==> config.mk <==
export PLATFORM = sky130hd
export DESIGN_NAME = gate_tester
export DESIGN_NICKNAME = d
export VERILOG_FILES = /design/src/rtl/gate_tester.sv
export SDC_FILE = /design/constraint.sdc
export NUM_CORES = 1
export LEC_CHECK = 0
export CORE_ASPECT_RATIO = 1.75
export CORE_UTILIZATION = 52
export CTS_CLUSTER_DIAMETER = 80
export DETAILED_ROUTE_END_ITERATION = 10
export HOLD_SLACK_MARGIN = 0.1
export PLACE_DENSITY = 0.85
export SYNTH_ARGS = -nofsm -noshare
export SYNTH_HDL_FRONTEND = slang
export SYNTH_SLANG_ARGS = --single-unit
export TNS_END_PERCENT = 30
==> constraint.sdc <==
create_clock -name clk -period 2.2 [get_ports clk]
set_input_delay 0.44 -clock clk [delete_from_list [all_inputs] [get_ports clk]]
set_output_delay 0.44 -clock clk [all_outputs]
set_load 0.03 [all_outputs]
==> src/rtl/gate_tester.sv <==
// Exhaustive 2-input gate tester: walks {dut_a,dut_b} through 00..11, holds each
// vector SETTLE_CYCLES cycles, samples dut_y and compares it against a latched truth table.
module gate_tester #(
  parameter int unsigned SETTLE_CYCLES = 2
) (
  input  logic       clk,
  input  logic       rst_n,
  input  logic       start,
  input  logic       abort,
  input  logic [3:0] expected,
  input  logic       dut_y,
  output logic       dut_a,
  output logic       dut_b,
  output logic       busy,
  output logic       done,
  output logic       pass,
  output logic [3:0] observed,
  output logic [3:0] mismatch
);

  typedef enum logic [1:0] {IDLE, SETTLE, SAMPLE, DONE} state_t;

  state_t     state, state_nx;
  logic [1:0] idx;
  logic [7:0] cnt;
  logic [3:0] exp_q;
  logic [3:0] mismatch_nx;

  always_comb begin
    state_nx = state;
    case (state)
      IDLE:    if (start && !abort) state_nx = SETTLE;
      SETTLE:  if (abort) state_nx = IDLE;
               else if (cnt == 8'(SETTLE_CYCLES - 1)) state_nx = SAMPLE;
      SAMPLE:  if (abort) state_nx = IDLE;
               else if (idx == 2'd3) state_nx = DONE;
               else state_nx = SETTLE;
      DONE:    state_nx = IDLE;
      default: state_nx = IDLE;
    endcase
  end

  // Mismatch vector including the bit being captured this cycle, so pass is
  // already valid while done is high.
  always_comb begin
    mismatch_nx      = mismatch;
    mismatch_nx[idx] = dut_y ^ exp_q[idx];
  end

  always_ff @(posedge clk) begin
    if (!rst_n) begin
      state    <= IDLE;
      idx      <= '0;
      cnt      <= '0;
      exp_q    <= '0;
      dut_a    <= 1'b0;
      dut_b    <= 1'b0;
      pass     <= 1'b0;
      observed <= '0;
      mismatch <= '0;
    end else begin
      state <= state_nx;
      case (state)
        IDLE: begin
          if (start && !abort) begin
            exp_q    <= expected;
            observed <= '0;
            mismatch <= '0;
            pass     <= 1'b0;
            idx      <= '0;
            cnt      <= '0;
            dut_a    <= 1'b0;
            dut_b    <= 1'b0;
          end
        end
        SETTLE: begin
          if (abort) begin
            dut_a <= 1'b0;
            dut_b <= 1'b0;
            pass  <= 1'b0;
          end else begin
            cnt <= cnt + 8'd1;
          end
        end
        SAMPLE: begin
          if (abort) begin
            dut_a <= 1'b0;
            dut_b <= 1'b0;
            pass  <= 1'b0;
          end else begin
            observed[idx] <= dut_y;
            mismatch      <= mismatch_nx;
            if (idx == 2'd3) begin
              pass <= ~|mismatch_nx;
            end else begin
              idx            <= idx + 2'd1;
              {dut_a, dut_b} <= idx + 2'd1;
              cnt            <= '0;
            end
          end
        end
        DONE: ;
        default: ;
      endcase
    end
  end

  assign busy = (state != IDLE);
  assign done = (state == DONE);

endmodule

Yosys cells after proc, flatten, opt, wreduce, memory -nomap -nowiden

Cells that the tools add are included.

Register bits after elaboration: 27
Output and inout port bits: 13
Logic and storage cells: 80
Input port bits: 9

Reductions and logical operators: 16
$add $sub $neg: 2
Muxes and demuxes: 37
Bitwise operators: 1
Magnitude comparators: 2
Equality and inequality tests: 13

Operators by type and width:

| operator                                                   | number |
|---|---|
| 2-to-1 mux 8 bit                                           | 4 |
| one-hot mux 8 bit (3 select lines)                         | 1 |
| 2-to-1 mux 2 bit                                           | 8 |
| one-hot mux 4 bit (2 select lines)                         | 2 |
| 2-to-1 mux 4 bit                                           | 3 |
| AND reduction 4 bit                                        | 3 |
| 2-to-1 mux 1 bit                                           | 10 |
| inequality test 2 bit, second input constant               | 5 |
| inequality test 3 bit, second input constant               | 3 |
| one-hot mux 1 bit (3 select lines)                         | 3 |
| adder 8 x 1 -> 8 bit, second input constant                | 1 |
| bitwise mux 4 bit                                          | 2 |
| == test 8 x 1 -> 1 bit, second input constant              | 1 |
| one-hot mux 2 bit (4 select lines)                         | 1 |
| == test 2 bit, second input constant                       | 3 |
| AND reduction 5 bit                                        | 1 |
| one-hot mux 2 bit (2 select lines)                         | 1 |
| AND reduction 2 bit                                        | 2 |
| nonzero test 2 bit                                         | 2 |
| OR reduction 4 bit                                         | 1 |
| less-than comparator 2 x 3 -> 1 bit, second input constant | 1 |
| AND reduction 3 bit                                        | 1 |
| nonzero test 3 bit                                         | 1 |
| adder 2 x 1 -> 2 bit, second input constant                | 1 |
| 8 further kinds                                            | 10 |

Depth between registers and ports, before layout

Depth after elaboration: 10
Depth in mapped cells: 6

Least setup slack after synthesis

OpenSTA, ideal clock, no wires.

Path type: register -> register
Start point: register idx[0]
End point: register cnt[7]
Setup slack: 0.263 ns
Cell stages (with the launch flop): 7
Clock period less this slack: 1.937 ns
Library setup time: 0.070 ns
Arrival time: 1.867 ns
Cell sequence: dfxtp_1 ha_1 buf_4 o21a_4 or4_4 or3_1 a21oi_1

Longest elaborated chain between the ends: 3

Ends and longest elaborated chain:

| what                                   | RTL line | source |
|---|---|---|
| start, declared                        | 24       | `logic [1:0] idx;` |
| start signal, assigned                 | 96       | `idx <= idx + 2'd1;` |
| == test 2 bit                          | 93       | `if (idx == 2'd3) begin` |
| inequality test 2 bit (no source line) | --       |  |
| AND reduction 5 bit (no source line)   | --       |  |
| end signal, assigned                   | 82       | `cnt <= cnt + 8'd1;` |
| end, declared                          | 25       | `logic [7:0] cnt;` |

No other way between the ends.
A chain may end at the register's enable or synchronous reset.

Worst setup path after layout

Start point: register state[0]
End point: output busy

Longest elaborated chain between the ends: 1

Ends and longest elaborated chain:

| what                   | RTL line | source |
|---|---|---|
| start, declared        | 23       | `state_t state, state_nx;` |
| start signal, assigned | 62       | `state <= state_nx;` |
| nonzero test 2 bit     | 108      | `assign busy = (state != IDLE);` |
| end, declared          | 14       | `output logic busy,` |

No other way between the ends.

==> reports/metrics.sh <==
OUTCOME='finished clean'
YS_TOP_CELLS_BY_AREA='sky130_fd_sc_hd__dfxtp_1 (38%), sky130_fd_sc_hd__ha_1 (5.3%), sky130_fd_sc_hd__nor2_1 (3.7%)'
CELLLEAKAGEPOWER_nW=0.6426
DRT-TOTAL-WL_UM=3381
USE_MET3_PCT=2.041
PORT_BUFFER_CELLS=21
GRT.TOTAL_USAGE_PCT=24.40
START_UTIL_PCT=56.20
ACHIEVABLE-FREQUENCY_GHz=0.4872
HPWLAFTERDP_UM=2624
SYNTHESIS.INSTANCES=160
CLKPWRFRAC_PCT=31.5
POWER.SEQUENTIAL.FRACTION_PCT=55.6
AREA_DELTA_SYNTH_FINAL_PCT=25.51
GRT_USE_MET1_PCT=23.72
TOTAL_CELL_AREA_AT_THE_PLACEMENT_STAGE_UM2=1723
ASYNC_FLOP_SHARE_PCT=0
SWITCHING_POWER_mW=0.2268
PATH_DELAY_FAMILY='buffers and inverters'
FF2FF_SETUP_SLACK_PS=240
PERIOD_MINUS_SLACK_PS=2052
TIMING.CRITICAL_PATH.FANOUT_MAX=8
SYNTH.FF_LATCH_COUNT=27
DR.FIRST_ITER.DRC_COUNT=34
SYNTH.AVG_CELL_AREA_UM2=8.860
CRITICAL_PATH.SLOWEST_CELL='sky130_fd_sc_hd__clkdlybuf4s50_1'
PATH_CLASS='register to primary output'
TRITONCTS.NUM_BUFFERS=3
POST_ROUTE_CELLS_DRIVE_ABOVE_1_SHARE_PCT=16.15
GPL.FINAL_WEIGHTED_CONGESTION=0.8177
DIE_H_UM=71.07
CRIT_PATH_MAX_INCR_DELAY_PS=670
RSZ0062_AT_GRT='no'
SYNTH_FP_NETS=175
GLOBAL_ROUTE.USAGE.MET2_PCT=45.31
FINAL.SETUP.WORST_SLACK_PS=147.5
YS_TOP_CELLS_BY_COUNT='sky130_fd_sc_hd__dfxtp_1 (27), sky130_fd_sc_hd__nor2_1 (14), sky130_fd_sc_hd__nand2_1 (12)'
SWITCHING_SHARE_PCT=24.88
PRE_CTS_SLACK_PS=0.8344
PIN_COUNT_OF_THE_BIGGEST_NET_ENTERING_GLOBAL_ROUTING=17
FINAL_CELL_AREA_UM2=1779
MULTI_INPUT_GATE_AREA_UM2=803.3
CLOCK_SINK_COUNT=27
CRITPATHREQUIREDTIME_PS=1760
CORE_UM2=2522
WORSTHOLDPATHTYPE='register to register'
HOLD_BUFFERS=0
INITIAL_ANTENNA_VIOLATION_COUNT=0
YOSYS.CELL_TYPES.COUNT=46
SETUP.WORST_PATH.START_CLASS='register'
SYNTH_ENABLE_FLOP_CELLS=0
MAXSLEWHEADROOM_PCT=66.16
FINAL-SETUP-VIOL-COUNT=0
NUM_IO_PINS=22
CRITPATHBUFINV=1
SYNTH.CELL_AREA_UM2=1418
SETUP_TNS_PS=0
DESIGN.DIE.AREA_UM2=2947
DRT.ANTENNA.VIOLATING_NETS=0
CTS-ROOT-TO-SINK-BUFFERS=2
HTREEDEPTH=1
SYNTH_LARGEST_TYPE_AREA_FRACTION_PCT=38.13
TIGHTESTPINTRANSITION_PS=503.7
CELL_INTERNAL_POWER_mW=0.6846
POWER_DENSITY_nW_PER_UM2=512.2
ROWS=24
CLK_PIN_SLEW_WORST_PATHS_PS=90
SYNTH_SEQUENTIAL_AREA_RATIO_PCT=38.13
CTSRESIZECOUNT=0
CLK_LATENCY_PS=270
LAYOUT.FILLER_CELLS=190
POWER.COMBINATIONAL.FRACTION_PCT=12.9
FINAL_MIN_PERIOD_OVER_CLOCK_PERIOD_PCT=93.30
CRITPATHARRIVALTIME_PS=1610
INSERTEDDIODECOUNT=0
FINALHOLDVIOLCOUNT=0
DRV_SLEW=0
CLOCK_TREE_FROM_TRITONCTS='yes'
DP.CELLS=214
CP_CELL_SEQUENCE='or2_2 -> clkdlybuf4s50_1'
FINAL.SETUP_SKEW_PS=0.8649
CTS-ROOT-BUF='sky130_fd_sc_hd__clkbuf_8'
POST_CTS_BUFFERS=0
FINALNETCOUNT=208
BUSIEST_LAYER='met2'
WORST_SETUP_PATH_END_KIND='primary output'
PEAKVDDDROP_mV=0.4754
VIA_COUNT=1348
DRT_FIRST_PASS_ITERS=4
DRC=0
SYNTH_TOP_AREA_CELL='sky130_fd_sc_hd__dfxtp_1'
MAX_CAP_VIOLATIONS=0
GRT_PASS1_WL_UM=5720
DESIGN_POWER_TOTAL_mW=0.9114
FINAL-INSTANCE-COUNT-EXCL-FILL=218
YOSYS_WARNINGS=0
GRT-OVFL-TOTAL=0
SYNTH_FF_TYPE='sky130_fd_sc_hd__dfxtp_1'
REGAREA_UM2=541.8
POST_DRT_VIA_CELL_RATIO=6.183
AVGROUTEDWIREPERCELL_UM=15.51
FIRST_GLOBAL_VIAS=1373
SYNTH_MOST_COMMON_CELL='sky130_fd_sc_hd__dfxtp_1'
DIEWIDTH_UM=41.47
==> per-stage QoR <==
stage          util (%)  hold WS (ps)
2_1_floorplan         -         454.6
3_3_place_gp      68.30         447.7
3_5_place_dp      68.30         459.8
4_1_cts           70.24         473.1
5_1_grt           70.54         505.9
6_report          70.54         467.3
==> sequential cells by signal (all words and copies together), names as in the netlist <==
name and flops:
dut_a 1, mismatch 4, cnt 8, exp_q 4
observed 4, dut_b 1, pass 1, idx 2
state 2
==> metal layers <==
layer | vias to the layer above | part of all wire [%]
met2 | 41 | 54
met5 | - | 0
met4 | 0 | 5.8
met1 | 645 | 38
met3 | 19 | 2.1
li1 | 643 | -
==> cells in the final DEF, fill, tap and decap left out, types with 4 or more instances in the layout <==
| cell type | instances |
|---|---|
| sky130_fd_sc_hd__dfxtp_1 | 26 |
| sky130_fd_sc_hd__clkdlybuf4s50_1 | 21 |
| sky130_fd_sc_hd__nor2_1 | 14 |
| sky130_fd_sc_hd__buf_4 | 14 |
| sky130_fd_sc_hd__nand2_1 | 12 |
| sky130_fd_sc_hd__inv_1 | 9 |
| sky130_fd_sc_hd__o21ai_0 | 8 |
| sky130_fd_sc_hd__nand3_1 | 7 |
| sky130_fd_sc_hd__a21oi_1 | 7 |
| sky130_fd_sc_hd__nor3_1 | 6 |
| sky130_fd_sc_hd__ha_1 | 6 |
| sky130_fd_sc_hd__and3_1 | 4 |
| sky130_fd_sc_hd__a32o_1 | 4 |
| sky130_fd_sc_hd__xnor2_1 | 4 |
| sky130_fd_sc_hd__mux2i_1 | 4 |
==> cell families (layout without fill, tap and decap cells) <==
logic type / count (synthesis) / count (layout) / share of synthesized area [%]
and+or+nand+nor: 66 / 66 / 26.12
AOI/OAI and AO/OA: 33 / 33 / 16.51
DFF: 27 / 27 / 38.13
buffers and inverters: 17 / 49 / 5.648
adders and majority gates: 6 / 6 / 5.296
muxes: 6 / 6 / 5.207
xor gates and xnor gates: 5 / 5 / 3.089
==> final cells by class <==
class / instances / area share (%)
Timing Repair Buffer: 35 / 17.72
Clock inverter: 1 / 0.4219
Sequential cell: 27 / 30.45
Inverter: 10 / 2.110
Tap cell: 26 / 1.828
Multi-Input combinational cell: 116 / 45.15
Clock buffer: 3 / 2.321
==> power groups by stage <==
stage / combinational, mW / sequential [mW] / clock, mW
floorplan: 0.0621 / 0.517 / 0
global placement: 0.110 / 0.517 / 0
detailed placement: 0.115 / 0.518 / 0
CTS: 0.116 / 0.506 / 0.290
global route: 0.126 / 0.509 / 0.315
finish: 0.117 / 0.507 / 0.287
==> worst min-delay path, stage by stage, from the launching register on <==
cell	delay, ps
sky130_fd_sc_hd__dfxtp_1	320
sky130_fd_sc_hd__nand2_1	50
sky130_fd_sc_hd__a21oi_1	50
==> final timing paths <==
kind,cells after the start,to,startpoint
max,2,busy,state[0]$_SDFFE_PN0P_
min,2,observed[0]$_SDFFE_PN0P_,observed[0]$_SDFFE_PN0P_
max reg2reg,5,cnt[7]$_SDFFE_PN0P_,idx[0]$_SDFFE_PN0P_
min reg2reg,2,observed[0]$_SDFFE_PN0P_,observed[0]$_SDFFE_PN0P_
Power figures use the tool's default switching activity.
==> RTL edit, RTL diff (same flow settings) <==
The 4 states of `state_t` get a one-hot encoding in 4 bits.
--- a/src/rtl/gate_tester.sv
+++ b/src/rtl/gate_tester.sv
@@ -18,7 +18,7 @@
   output logic [3:0] mismatch
 );
 
-  typedef enum logic [1:0] {IDLE, SETTLE, SAMPLE, DONE} state_t;
+  typedef enum logic [3:0] {IDLE = 4'b0001, SETTLE = 4'b0010, SAMPLE = 4'b0100, DONE = 4'b1000} state_t;
 
   state_t     state, state_nx;
   logic [1:0] idx;
Formal check against the unedited RTL: no difference found for any inputs over 10 cycles, from zero or initial values and one cycle with rst_n low; not proved beyond that.
==> RTL edit against the unedited design <==
  * Sequential share of layout area fell by 0.26 points
  * Maximum frequency up 0.37%
  * Wire length increased by 6.4%
  * Sequential cell count up 2
  * Via count grew 4.3%
  * Area after synthesis rose by 5.0%
  * Hold slack improved by 20 ps
  * Worst setup slack gained 7.5 ps
  * Design area is 8.3% higher
  * Count of clock-buffer cells in the layout up 3
  * Clock skew rose by 6.3 ps
  * Highest routed layer unchanged
  * Power grew 33%
  * Die area rose by 4.8%
==> RTL edit: results (changes against the unedited design) <==
* Placed Instances at 221 (+3.3%)
* Most frequent cells after synthesis: dfxtp_1, nand3_1, inv_1
* Clock-pin slew on the worst setup and hold paths at 70 ps (-20 ps)
* Worst-Skew Late Latency at 280 ps
* Post-CTS Repair Setup Buffers at 0 (unchanged)
* Count of input and output buffers at 21 (unchanged)
* Global-route wire length before repair at 6280 microns (+9.8%)
* GP Congestion at 0.915 (+12%)
* CP max FO at 11 (+3)
* DR iter-0 viols at 27 (-21%)
* Drt via density at 6.14 (-0.71%)
* Top FF cell, synth: dfxtp_1
* Peak supply drop at 0.000721 V (+52%)
* Finished Layout Cells at 229 (+5.0%)
* Top reg by flops: cnt
* Slew @ Worst Pin at 511 ps (+7.56 ps)
* Net Count, Synth at 181 (+3.4%)
* H-tree depth at 2 (+1)
* Vias in the first global route at 1427 (+3.9%)
* Dpl ws at -22.0 ps (-22.8 ps)
* Met3 wire length at 105 microns (+50%)
* Leakage at 0.000763 uW (+19%)
* Top Layer Used: met4
* Synth async-reset ratio at 0 (unchanged)
* Final WL at 3600 microns (+6.4%)
* Diode count at 0 (unchanged)
* GRT busiest layer: met2
* Register area share after synthesis at 0.390 (+0.00863)
* M3 GR Usage at 0.0446 (+0.0241)
* CTS root buf: clkbuf_8
* Met2 global-route usage at 0.515 (+0.0614)
* DP HPWL at 2700 microns (+2.7%)
* Final nets at 216 (+3.8%)
* Total global-route track usage at 0.265 (+0.0214)
* Met1 Usage GRT at 0.254 (+0.0167)
* Outcome: completed
* Num CTS Buffers at 5 (+2)
* Worst clock skew at 7.21 ps (+6.35 ps)
* Synth warn at 0 (unchanged)
* Largest net degree at the start of global routing at 13 (-4)
* Largest register FFs at 8 (unchanged)
* Met1 WL at 1280 microns (+0.39%)
* Clock tree buffer depth at 2 (unchanged)
* Share of layout cells above drive strength 1 at 0.153 (-0.00799)
* Initial antenna violation count at 0 (unchanged)
* Yosys cell types at 44 (-4.3%)
* Path category of the worst min-delay check: reg -> reg
* 1st-pass router iterations at 4 (unchanged)
* CP arrival at 1610 ps (about the same)
* Cells after Synth at 166 (+3.8%)
* Met2 WL at 2090 microns (+13%)
* Top cells by area, synth: dfxtp_1, ha_1, mux2i_1
* Placed cell area at 0.00180 sq mm (+4.7%)
* Fill cell count at 211 (+11%)
RTL edit: final cells by class:
cell class,count,area (sq um),share of cell area
Multi-Input combinational cell,116,818,0.425
Sequential cell,29,582,0.302
Timing Repair Buffer,36,324,0.168
Clock buffer,6,82.6,0.0429
Inverter,13,48.8,0.0253
Clock inverter,2,37.5,0.0195
Tap cell,27,33.8,0.0175
RTL edit: path summary, 6_finish.rpt:
check	start	to	slack (ps)	depth (start not counted)
setup / recovery	state[2]	busy	150	4
hold / removal	dut_b	dut_b	490	2
setup reg to reg	idx[1]	cnt[7]	210	6
hold reg to reg	dut_b	dut_b	490	2
RTL edit: through the flow:
step,util,power (uW),hold WS [ps],setup TNS [ps]
detailed placement,0.663,649,486,-27.1
global route,0.708,1250,521,0
global placement,0.663,646,462,0
CTS,0.707,1220,497,0
floorplan,-,604,452,0
finish,0.708,1210,488,0
RTL edit: kinds of logic after synthesis:
group,count (synthesis),share of synthesized area
buffers and inverters,21,0.0605
multiplexers,9,0.0697
XOR/XNOR,3,0.0177
AO/OA/AOI/OAI,38,0.170
adder cells (fa/ha/maj),6,0.0504
AND/OR/NAND/NOR,60,0.242
flip-flops,29,0.390
RTL edit: where the power goes:
| group | switching (uW) | leakage [uW] | internal (uW) |
|---|---|---|---|
| logic | 49.7 | 0.000471 | 47.9 |
| clock network | 207 | 0.0000574 | 368 |
| registers | 8.20 | 0.000234 | 532 |
| total | 265 | 0.000763 | 948 |
RTL edit: what timing repair did:
| item | 4_1_cts | 5_1_grt |
|---|---|---|
| endpoints found under the setup margin | 1 | 1 |
| gates resized for setup | 2 | 1 |
| pin swaps | 0 | 0 |
RTL edit: critical path, cell delays in order, from the launching register on:
cell,delay (ps)
dfxtp_1,420
nor4b_1,340
buf_4,180
inv_1,40
dlygate4sd2_1,340
